### src/rtl/fpro_arb_pkg.sv
// Shared types and widths for the FPro MMIO bus arbiter.
//   arb_state_t  : arbiter FSM state encoding
//   FPRO_ADDR_W  : FPro word-address width
//   FPRO_DATA_W  : FPro data width
package fpro_arb_pkg;
  localparam int FPRO_ADDR_W = 21;
  localparam int FPRO_DATA_W = 32;

  typedef enum logic [1:0] {IDLE, ISSUE, ACK} arb_state_t;
endpackage

### src/rtl/fpro_bus_arbiter_rr_grant.sv
// rr_grant: combinational round-robin picker with an optional hold.
//   req      : per-master request vector
//   ptr      : index the upward scan starts from (wraps at NUM_MASTERS-1)
//   hold_en  : when set and req[hold_idx] is high, hold_idx wins outright
//   hold_idx : master to keep granted
//   grant    : one-hot winner (all zero when nothing requests)
//   gidx     : winner index
module rr_grant
  import fpro_arb_pkg::*;
#(
  parameter int NUM_MASTERS = 2,
  parameter int IDX_W       = $clog2(NUM_MASTERS)
) (
  input  logic [NUM_MASTERS-1:0] req,
  input  logic [IDX_W-1:0]       ptr,
  input  logic                   hold_en,
  input  logic [IDX_W-1:0]       hold_idx,
  output logic [NUM_MASTERS-1:0] grant,
  output logic [IDX_W-1:0]       gidx
);

  logic           found;
  logic [IDX_W:0] sum;
  logic [IDX_W-1:0] idx;

  always_comb begin
    grant = '0;
    gidx  = '0;
    found = 1'b0;
    sum   = '0;
    idx   = '0;
    if (hold_en && req[hold_idx]) begin
      grant[hold_idx] = 1'b1;
      gidx            = hold_idx;
    end else begin
      // First requester at or after ptr, wrapping modulo NUM_MASTERS.
      for (int k = 0; k < NUM_MASTERS; k++) begin
        sum = {1'b0, ptr} + (IDX_W+1)'(k);
        if (sum >= (IDX_W+1)'(NUM_MASTERS)) sum = sum - (IDX_W+1)'(NUM_MASTERS);
        idx = sum[IDX_W-1:0];
        if (!found && req[idx]) begin
          found      = 1'b1;
          grant[idx] = 1'b1;
          gidx       = idx;
        end
      end
    end
  end

endmodule

### src/rtl/fpro_bus_arbiter.sv
// fpro_bus_arbiter: shares the FPro MMIO bus between NUM_MASTERS masters.
// One transaction takes IDLE -> ISSUE -> ACK (3 cycles). Round-robin with a
// bounded lock that lets a master keep the bus for up to MAX_LOCK extra grants.
//   clk, reset          : clock, synchronous active-high reset
//   m_req/m_write/m_lock: per-master request, direction, lock request
//   m_addr/m_wr_data    : per-master address and write data
//   m_ack               : one-cycle one-hot completion pulse
//   m_rd_data           : registered read data, updated on read completions
//   busy                : FSM not in IDLE
//   mmio_*              : FPro bus toward MMIO_Controller
module fpro_bus_arbiter
  import fpro_arb_pkg::*;
#(
  parameter int NUM_MASTERS = 2,
  parameter int MAX_LOCK    = 4
) (
  input  logic                                     clk,
  input  logic                                     reset,
  input  logic [NUM_MASTERS-1:0]                   m_req,
  input  logic [NUM_MASTERS-1:0]                   m_write,
  input  logic [NUM_MASTERS-1:0]                   m_lock,
  input  logic [NUM_MASTERS-1:0][FPRO_ADDR_W-1:0]  m_addr,
  input  logic [NUM_MASTERS-1:0][FPRO_DATA_W-1:0]  m_wr_data,
  output logic [NUM_MASTERS-1:0]                   m_ack,
  output logic [FPRO_DATA_W-1:0]                   m_rd_data,
  output logic                                     busy,
  output logic                                     mmio_cs,
  output logic                                     mmio_read,
  output logic                                     mmio_write,
  output logic [FPRO_ADDR_W-1:0]                   mmio_addr,
  output logic [FPRO_DATA_W-1:0]                   mmio_wr_data,
  input  logic [FPRO_DATA_W-1:0]                   mmio_rd_data
);

  localparam int IDX_W = $clog2(NUM_MASTERS);
  localparam int CNT_W = $clog2(MAX_LOCK + 1);
  localparam logic [CNT_W-1:0] LOCK_MAX = CNT_W'(MAX_LOCK);
  localparam logic [IDX_W-1:0] LAST_IDX = IDX_W'(NUM_MASTERS - 1);

  arb_state_t             state, state_nxt;
  logic [IDX_W-1:0]       rr_ptr, g_idx;      // g_idx: current/previous winner
  logic                   prev_lock;          // m_lock of the previous winner at its grant
  logic [CNT_W-1:0]       lock_cnt;
  logic                   wr_lat;
  logic [FPRO_ADDR_W-1:0] addr_lat;
  logic [FPRO_DATA_W-1:0] data_lat;

  logic [NUM_MASTERS-1:0] grant;
  logic [IDX_W-1:0]       gidx, ptr_inc;
  logic                   hold_en, held, forced, lock_g, grant_go;

  // Once lock_cnt reaches MAX_LOCK the hold is withdrawn; rr_ptr already
  // sits at p+1 from p's original grant, so the plain scan visits p last.
  assign hold_en  = prev_lock && (lock_cnt < LOCK_MAX);
  assign held     = hold_en && m_req[g_idx];
  assign forced   = prev_lock && (lock_cnt == LOCK_MAX) && (gidx == g_idx);
  assign lock_g   = |(grant & m_lock);
  assign grant_go = (state == IDLE) && (|m_req);
  assign ptr_inc  = (gidx == LAST_IDX) ? '0 : gidx + 1'b1;

  rr_grant #(.NUM_MASTERS(NUM_MASTERS), .IDX_W(IDX_W)) u_rr (
    .req      (m_req),
    .ptr      (rr_ptr),
    .hold_en  (hold_en),
    .hold_idx (g_idx),
    .grant    (grant),
    .gidx     (gidx)
  );

  always_ff @(posedge clk) begin
    if (reset) state <= IDLE;
    else       state <= state_nxt;
  end

  always_comb begin
    state_nxt    = state;
    m_ack        = '0;
    mmio_cs      = 1'b0;
    mmio_write   = 1'b0;
    mmio_read    = 1'b0;
    busy         = (state != IDLE);
    mmio_addr    = addr_lat;
    mmio_wr_data = data_lat;
    case (state)
      IDLE:  if (|m_req) state_nxt = ISSUE;
      ISSUE: begin
        mmio_cs    = 1'b1;
        mmio_write = wr_lat;
        mmio_read  = ~wr_lat;
        state_nxt  = ACK;
      end
      ACK: begin
        m_ack[g_idx] = 1'b1;
        state_nxt    = IDLE;
      end
      default: state_nxt = IDLE;
    endcase
  end

  always_ff @(posedge clk) begin
    if (reset) begin
      rr_ptr    <= '0;
      g_idx     <= '0;
      prev_lock <= 1'b0;
      lock_cnt  <= '0;
      wr_lat    <= 1'b0;
      addr_lat  <= '0;
      data_lat  <= '0;
      m_rd_data <= '0;
    end else begin
      if (grant_go) begin
        wr_lat    <= m_write[gidx];
        addr_lat  <= m_addr[gidx];
        data_lat  <= m_wr_data[gidx];
        g_idx     <= gidx;
        prev_lock <= lock_g;
        rr_ptr    <= held ? rr_ptr : ptr_inc;
        if (!lock_g)     lock_cnt <= '0;
        else if (held)   lock_cnt <= lock_cnt + 1'b1;
        else if (forced) lock_cnt <= CNT_W'(1);  // sole requester after forced rotation
        else             lock_cnt <= '0;
      end
      if (state == ISSUE && !wr_lat) m_rd_data <= mmio_rd_data;
    end
  end

endmodule
### config.mk
export PLATFORM = sky130hd
export DESIGN_NAME = fpro_bus_arbiter
export DESIGN_NICKNAME = d
export VERILOG_FILES = /design/src/rtl/fpro_arb_pkg.sv /design/src/rtl/fpro_bus_arbiter_rr_grant.sv /design/src/rtl/fpro_bus_arbiter.sv
export SDC_FILE = /design/constraint.sdc
export NUM_CORES = 1
export LEC_CHECK = 0
export ABC_AREA = 1
export CAP_MARGIN = 20
export CORE_AREA = 2 2 146 105
export CTS_BUF_LIST = sky130_fd_sc_hd__clkbuf_4 sky130_fd_sc_hd__clkbuf_8 sky130_fd_sc_hd__clkbuf_16
export DETAILED_ROUTE_END_ITERATION = 8
export DIE_AREA = 0 0 148 107
export GPL_ROUTABILITY_DRIVEN = 0
export HOLD_SLACK_MARGIN = 0.12
export PLACE_DENSITY = 0.75
export SYNTH_ARGS = -nofsm -noshare
export SYNTH_HDL_FRONTEND = slang
export SYNTH_SLANG_ARGS = --single-unit
### constraint.sdc
create_clock -name clk -period 1.3 [get_ports clk]
set_clock_uncertainty 0.05 [all_clocks]
set_input_delay 0.195 -clock clk [delete_from_list [all_inputs] [get_ports clk]]
set_output_delay 0.195 -clock clk [all_outputs]
set_load 0.005 [all_outputs]
==> impl_metrics.toml <==
[hold_path]
hold_class = "in -> reg"
hold_path_end = "m_rd_data[7]$_SDFFE_PP0P_"
hp-start = "mmio_rd_data[7]"
hold_path_depth = 3

[outcome]
violations = "negative setup slack"
status = "finished, violations left"

[clocking]
cts_root_buf = "clkbuf_16"
clock_path_buffers = 2
cts_buffers = 9
cts_num_sinks = 94
clk_latency_ns = 0.34
path_clk_slew_ns = 0.07
cts_tree = "done"
h-tree-depth = 3

[sta]
finalHoldViolations = 0
drv_slew = 0
hold_slack_ns = 0.379
slew_headroom_pct = 82.4
finalSetupViolCount = 99
layout_min_cycle_time_ns = 1.57
finalSetupTns_ns = -16.28
fmaxAchievable_mhz = 635
worstMarginPinSlew_ns = 0.264
period_share_pct = 121
rsz0062_at_grt = "true"
timing.final.ws_setup_ns = -0.274

[final_layout]
multiInputGateArea_um2 = 2800
regArea_um2 = 1920
antenna_cells = 0
stdcell_area_um2 = 8860
area_delta_synth_final_pct = 79.3
finalNetCount = 1007
num-fill-cells = 1241
drive_gt1_share_pct = 42.1

[synthesis]
syn_area_per_cell_um2 = 8.62
synthMuxAreaShare_pct = 0
synthDistinctLibCells = 26
synth-compound-area-share_pct = 16.7
syn_area_um2 = 4940
synth_warnings = 0
netlist_instances = 573
yosysSeqAreaShare_pct = 38.1
synth-xor-area-share_pct = 0
synth_fa_ha_area_share_pct = 0.506
ys_ff_latch = 94
syn_nets = 721
yosys.area_share.simple_pct = 32.8
synth_top_family_by_area = "simple AND/OR/NAND/NOR gates"

[critical_path]
worst_setup_path_start_kind = "flop"
critPathMaxFanout = 8
r2r_end = "lock_cnt[0]$_SDFFE_PP0P_"
ff2ff_setup_slack_ns = -0.27
crit_type = "reg -> reg"
cp.required_ns = 1.52
r2r-start = "state[1]$_SDFFE_PP0P_"
setup.worst_path.end_class = "flop"
critPathLaunch = "state[1]$_SDFFE_PP0P_"
r2r_cells = 8
worst_ep_arrival_time_ns = 1.79

[placed_design]
postPlaceCellArea_um2 = 7730
port_buffers = 236
dpl.hpwl_mm = 10.5

[power_and_ir_drop]
p_int_mw = 6.57
peakVddDrop_mv = 0.592
power_switching_mw = 2.83
p_per_area_nw_per_um2 = 1060
p_comb_share_pct = 34.7
switching_share_pct = 30.1
leakage_nw = 4.33
pwr-share-seq_pct = 36.4
clockPowerShare_pct = 29.0

[global_route]
overflow = 0
grt_pass1_wl_mm = 23.8
first_global_vias = 4736
grtUsageTotal_pct = 18.8
grt_max_degree = 37
antenna_found_initial = 0

[die]
die_w_um = 148
initial_core_util_pct = 34.2
die_h_um = 107
rows = 37
io-pin-count = 237
core_area_um2 = 14400
die_area_um2 = 15800

[detailed_routing]
first_iter_violations = 207
route.detailed.wl_per_inst_um = 15.0
vias_per_cell = 4.58
totalWireLength_mm = 15.9
drt.antenna.violating_nets = 0
drc = 0
num_vias = 4849
first_pass_iters = 4

[run]
cap_violations = 0
==> cell usage after synthesis <==
library cell / count / area [µm²]
nand2_4: 41 / 462
o21ai_1: 14 / 70.1
buf_6: 3 / 33.8
buf_2: 16 / 80.1
a21oi_1: 6 / 30.0
inv_4: 1 / 6.26
a21oi_4: 1 / 16.3
o211ai_1: 14 / 105
inv_2: 49 / 184
dfxtp_1: 94 / 1880
nand3_2: 41 / 410
ha_1: 2 / 25.0
o211ai_2: 40 / 500
clkinv_1: 2 / 7.51
nor2_2: 3 / 18.8
inv_1: 20 / 75.1
nand3_1: 20 / 100
nor3_1: 2 / 10.0
nor2_4: 1 / 11.3
nand2_1: 86 / 323
clkbuf_1: 4 / 15.0
o21ai_0: 21 / 105
buf_12: 5 / 100
nand4_1: 1 / 6.26
buf_4: 11 / 82.6
nor2_1: 75 / 282
==> power groups by stage <==
stage	logic (mW)	clock network, mW	registers, mW
2_1_floorplan	1.33	0	3.48
3_3_place_gp	2.81	0	3.46
3_5_place_dp	2.84	0	3.46
4_1_cts	3.05	2.81	3.41
5_1_grt	3.51	2.93	3.45
6_report	3.26	2.72	3.42
==> logic make-up (layout without fill, tap and decap cells) <==
logic type | count (synthesis) | after routing
and+or+nand+nor | 270 | 270
AOI/OAI and AO/OA | 96 | 96
DFF | 94 | 94
buffers and inverters | 111 | 402
adders and majority gates | 2 | 2
==> layout make-up <==
| class | count | share of cell area (%) |
|---|---|---|
| clock inverters | 5 | 0.650 |
| well taps | 195 | 2.75 |
| inverters | 72 | 3.26 |
| flip-flops and latches | 94 | 21.6 |
| clock buffers | 11 | 2.78 |
| multi-input cells | 368 | 31.6 |
| repair buffers | 314 | 37.3 |
==> layout by cell type (no fill, tap or decap), types with 5 or more instances in the layout <==
master,count
clkdlybuf4s50_1,145
nand2_1,81
dlygate4sd2_1,81
dfxtp_1,69
inv_2,50
nand3_2,43
nand2_4,41
nor2_1,40
o211ai_2,40
buf_4,36
nor2_4,29
dfxtp_2,23
inv_1,17
nand3_1,17
o211ai_1,14
buf_6,14
clkbuf_16,13
o21ai_0,12
o21ai_1,12
buf_12,12
o21ai_2,11
nor2_2,10
buf_8,7
buf_16,6
nand2_2,5
==> through the flow <==
step                setup slack (ns)  util [%]  total power, mW  cells
finish                        -0.274      61.3             9.39   1059
global route                  -0.340      61.3             9.89   1059
CTS                           -0.195      59.0             9.27   1047
detailed placement            -0.605      53.5             6.30   1010
global placement              -0.569      53.5             6.27   1010
floorplan                    -0.0624         -             4.81    573
==> state kept, by name (all words and copies together) (netlist names) <==
name and cells:
g_idx 1, lock_cnt 3, m_rd_data 32, mmio_addr 21
mmio_wr_data 32, prev_lock 1, rr_ptr 1, state 2
wr_lat 1
==> worst max-delay path: stages (launching register included) <==
cell and delay, ns:
dfxtp_4 0.37, nor2_4 0.13, inv_2 0.07, nor2_4 0.18, buf_12 0.16, nand4_1 0.16, a21oi_2 0.19, nand2_1 0.08
a21oi_2 0.12
==> worst max-delay path by stage <==
| stage | end | slack, ns | cells past startpoint |
|---|---|---|---|
| global route | lock_cnt[0]$_SDFFE_PP0P_ | -0.34 | 8 |
| detailed placement | lock_cnt[0]$_SDFFE_PP0P_ | -0.61 | 11 |
| CTS | mmio_wr_data[20]$_SDFFE_PP0P_ | -0.20 | 11 |
| global placement | lock_cnt[0]$_SDFFE_PP0P_ | -0.57 | 11 |
| floorplan | mmio_wr_data[6]$_SDFFE_PP0P_ | -0.06 | 11 |
| finish | lock_cnt[0]$_SDFFE_PP0P_ | -0.27 | 8 |
==> routing by layer <==
layer  global-route usage [%]  part of all wire [%]
met5                        0                     0
met4                     4.29                   1.1
met3                     5.83                   7.5
met2                     31.0                    46
met1                     24.2                    46
==> repair_timing <==
| item | in CTS | in global routing |
|---|---|---|
| pin swaps | 19 | 24 |
| setup endpoints to repair | 183 | 102 |
| buffers inserted | 16 | 11 |
| hold buffers | 0 | 0 |
| gates resized for setup | 225 | 51 |
| hold endpoints to repair | 0 | 0 |
| cloned | 6 | 4 |
(Power assumes the default switching activity.)
==> edit 1, RTL diff (same flow settings) <==
Set the package constant `FPRO_ADDR_W` to 23 (it was 21).
--- a/src/rtl/fpro_arb_pkg.sv
+++ b/src/rtl/fpro_arb_pkg.sv
@@ -4,5 +4,5 @@
 //   FPRO_DATA_W  : FPro data width
 package fpro_arb_pkg;
-  localparam int FPRO_ADDR_W = 21;
+  localparam int FPRO_ADDR_W = 23;
   localparam int FPRO_DATA_W = 32;
 
Interface: changed (resized m_addr and mmio_addr); port bits go from 237 to 243. The function was not compared with the original's and may differ.
==> edit 1 against the original RTL <==
- the flow still finishes with violations (setup timing)
- worst setup slack improved by 0.042 ns
- routed wire length is 4.9% higher
- sequential share of layout area up 1.1 points
- clock power fell by 4%
- sequential power about the same
- sequential cell count increased by 2
- fmax up 2.7%
- first-iteration DRC count is 10% lower
- synthesized area shrank 10%
- total power down 1.2%
- utilization down 2.2 points
- final area fell by 3.6%
==> edit 1: results (changes against the original RTL) <==
Status
  • Status: complete, but fails checks (unchanged)
  • Failing checks: setup timing (unchanged)

Drt
  • Vias per std cell: 4.47 (was 4.58)
  • Metal-1 WL: 7240 um (was 7220 um)
  • Wirelength, routed: 16,600 um (was 15,900 um)
  • Drt first pass iters: 5 (was 4)
  • WL per Instance: 14.2 um (was 15.0 um)
  • Met2 wire len: 7810 um (was 7280 um)
  • DR WL met3: 1300 um (was 1180 um)

Setup path
  • Max incr delay on CP: 0.34 ns (was 0.37 ns)

Placed design
  • HPWL reported at the end of detailed placement: 10,500 um (about the same)
  • Number of port buffers: 242 (was 236)
  • DP Worst Slack: -0.553 ns (was -0.605 ns)

STA
  • Final worst setup slack: -0.232 ns (was -0.274 ns)
  • TNS Setup: -13.24 ns (was -16.28 ns)
  • Finish-stage setup viols: 92 (was 99)

Layout
  • Non-clock buffers: 301 (was 314)
  • NonClk Buf Share: 0.372 (was 0.373)
  • Ratio of cells with drive above 1 in the final layout: 0.227 (was 0.421)
  • Fillers: 1,294 (was 1,241)
  • Number of ordinary inverters in the final layout: 74 (was 72)

Synthesis
  • Mean Syn Cell Area: 6.36 um2 (was 8.62 um2)
  • Synth Net Count: 849 (was 721)
  • Synth area leaders: dfxtp_1 43%, nand2_1 21%, nor2_1 10% (was dfxtp_1 38%, o211ai_2 10%, nand2_4 9.3%)
  • Adder-cell share of the synthesized area: 0.00564 (was 0.00506)
  • Synth top cells by count: 249 x nand2_1, 119 x nor2_1, 96 x dfxtp_1 (was 94 x dfxtp_1, 86 x nand2_1, 75 x nor2_1)
  • Seq/Total Area, Yosys: 0.433 (was 0.381)

Global routing
  • Largest net degree at the start of global routing: 31 (was 37)
  • Met1 Use GR: 0.248 (was 0.242)
  • Number of global-route vias before repair: 5,236 (was 4,736)
  • GRT Total Usage: 0.206 (was 0.188)

Power
  • VDD IR max: 0.593 mV (was 0.592 mV)
  • Internal: 6.31 mW (was 6.57 mW)
  • P_leak: 4.32 nW (was 4.33 nW)
[edit 1: cell count changes in the layout (fill, tap and decap cells not counted), moves of 35 or more]
cell,change
nand2_1,+110
o211ai_2,-40
nor2_1,+75
inv_2,-45
nand3_2,-35
nand3_1,+39
inv_1,+48
[edit 1: worst paths after layout]
| check | from | end | depth (start not counted) | slack (ns) |
|---|---|---|---|---|
| worst min register to register | m_rd_data[0]$_SDFFE_PP0P_ | m_rd_data[0]$_SDFFE_PP0P_ | 2 | 0.42 |
| worst max-delay path | prev_lock$_SDFFE_PP0P_ | mmio_wr_data[20]$_SDFFE_PP0P_ | 11 | -0.23 |
| worst min-delay path | reset | mmio_addr[21]$_SDFFE_PP0P_ | 4 | 0.25 |
| worst max register to register | prev_lock$_SDFFE_PP0P_ | mmio_wr_data[20]$_SDFFE_PP0P_ | 11 | -0.23 |
[edit 1: repair_timing]
item	4_1_cts	5_1_grt
endpoints found under the setup margin	185	101
gates cloned	12	0
buffers inserted	16	6
gates resized for setup	277	48
pin swaps	46	20
==> edit 2, RTL diff (same flow settings) <==
Made on the original files. Encoding of `arb_state_t`: now one-hot (3 bits for 3 states).
--- a/src/rtl/fpro_arb_pkg.sv
+++ b/src/rtl/fpro_arb_pkg.sv
@@ -7,5 +7,5 @@
   localparam int FPRO_DATA_W = 32;
 
-  typedef enum logic [1:0] {IDLE, ISSUE, ACK} arb_state_t;
+  typedef enum logic [2:0] {IDLE = 3'b001, ISSUE = 3'b010, ACK = 3'b100} arb_state_t;
 endpackage
 
Formal check against the unedited RTL: no difference found for any inputs over 4 cycles, from zero or initial values and one cycle with reset high; so few cycles prove little.
==> edit 2 against the original RTL <==
- the flow still finishes with violations (setup timing)
- via count is 5.9% lower
- total power fell by 3.3%
- combinational power fell by 13%
- synthesized area decreased by 21%
- fmax is 4.8% higher
- synthesized cell count shrank 8.9%
- worst setup slack improved by 0.072 ns
- final area shrank 17%
- sequential cell count is 1 higher
- routed wire length down 6.2%
==> edit 2: results (changes against the original RTL) <==
Status
  • Status: complete, but fails checks (unchanged)
  • Failing checks: setup timing (unchanged)

Setup path
  • Slack of the worst reg-to-reg path: -0.15 ns (was -0.27 ns)
  • Max incr delay on CP: 0.34 ns (was 0.37 ns)

STA
  • Worst relative slew slack: 0.837 (was 0.824)
  • Worst hold slack: 0.353 ns (was 0.379 ns)
  • Finish-stage setup viols: 91 (was 99)
  • TNS Setup: -9.19 ns (was -16.28 ns)
  • Final worst setup slack: -0.202 ns (was -0.274 ns)

Synthesis
  • Adder-cell share of the synthesized area: 0.00643 (was 0.00506)
  • Synth Net Count: 670 (was 721)
  • Synth cell types: 22 (was 26)
  • Seq/Total Area, Yosys: 0.489 (was 0.381)
  • Complex-gate fraction of the synthesized area: 0.206 (was 0.167)

Layout
  • Fillers: 1,366 (was 1,241)
  • Fin nets: 931 (was 1,007)

Drt
  • DR WL met3: 1180 um (about the same)
  • Metal-1 WL: 7000 um (was 7220 um)
  • Routed vias: 4,565 (was 4,849)
  • Iter 0 DRT Violations: 201 (was 207)
  • Met2 wire len: 6510 um (was 7280 um)

Hold path
  • Hold Startpoint: mmio_rd_data[27] (was mmio_rd_data[7])
  • Worst Hold End: m_rd_data[27]$_SDFFE_PP0P_ (was m_rd_data[7]$_SDFFE_PP0P_)

Placed design
  • Placed instance area: 6670 um2 (was 7730 um2)
  • Placed instance count: 949 (was 1,010)

Global routing
  • Met1 Use GR: 0.232 (was 0.242)
  • Met3 usage: 0.0557 (was 0.0583)
  • First-pass GRT wire length: 21,700 um (was 23,800 um)
  • Number of global-route vias before repair: 4,169 (was 4,736)
  • Largest net degree at the start of global routing: 40 (was 37)
## edit 2: worst max-delay path by stage
| stage | start | to | cells after the start |
|---|---|---|---|
| 6_report | state[2]$_SDFFE_PP0P_ | mmio_read | 4 |
| 4_1_cts | state[1]$_SDFFE_PP0P_ | mmio_write | 5 |
| 2_1_floorplan | g_idx$_SDFFE_PP0P_ | lock_cnt[0]$_SDFFE_PP0P_ | 12 |
| 5_1_grt | state[2]$_SDFFE_PP0P_ | mmio_read | 4 |
| 3_5_place_dp | m_req[0] | mmio_wr_data[3]$_SDFFE_PP0P_ | 10 |
| 3_3_place_gp | m_req[0] | mmio_wr_data[23]$_SDFFE_PP0P_ | 8 |
## edit 2: area by class of cell
class	instances	area, um2	area share
multi-input combinational	371	1840	0.250
sequential	95	1930	0.262
inverter	18	80.1	0.0109
timing repair buffer	288	2960	0.402
clock buffer	12	267	0.0361
clock inverter	4	51.3	0.00695
tap	195	244	0.0331
## edit 2: cells by family after synthesis
family,after synthesis
buf+inv,56
compound gates,146
flops,95
fa+ha+maj,2
simple gates,223
## edit 2: tightest hold or removal path: stages
cell,delay [ns]
clkdlybuf4s50_1,0.39
nand2_1,0.06
a21oi_1,0.05
## edit 2: timing repair
item	4_1_cts	5_1_grt
endpoints found under the setup margin	184	100
setup buffers	11	4
pin swaps	14	6
gates resized for setup	183	30
gates cloned	3	5
hold endpoints to repair	0	0
## edit 2: report_power, final
part / switching [mW] / internal (mW)
logic: 1.30 / 1.55
registers: 0.170 / 3.26
clock network: 1.14 / 1.65
total: 2.61 / 6.47
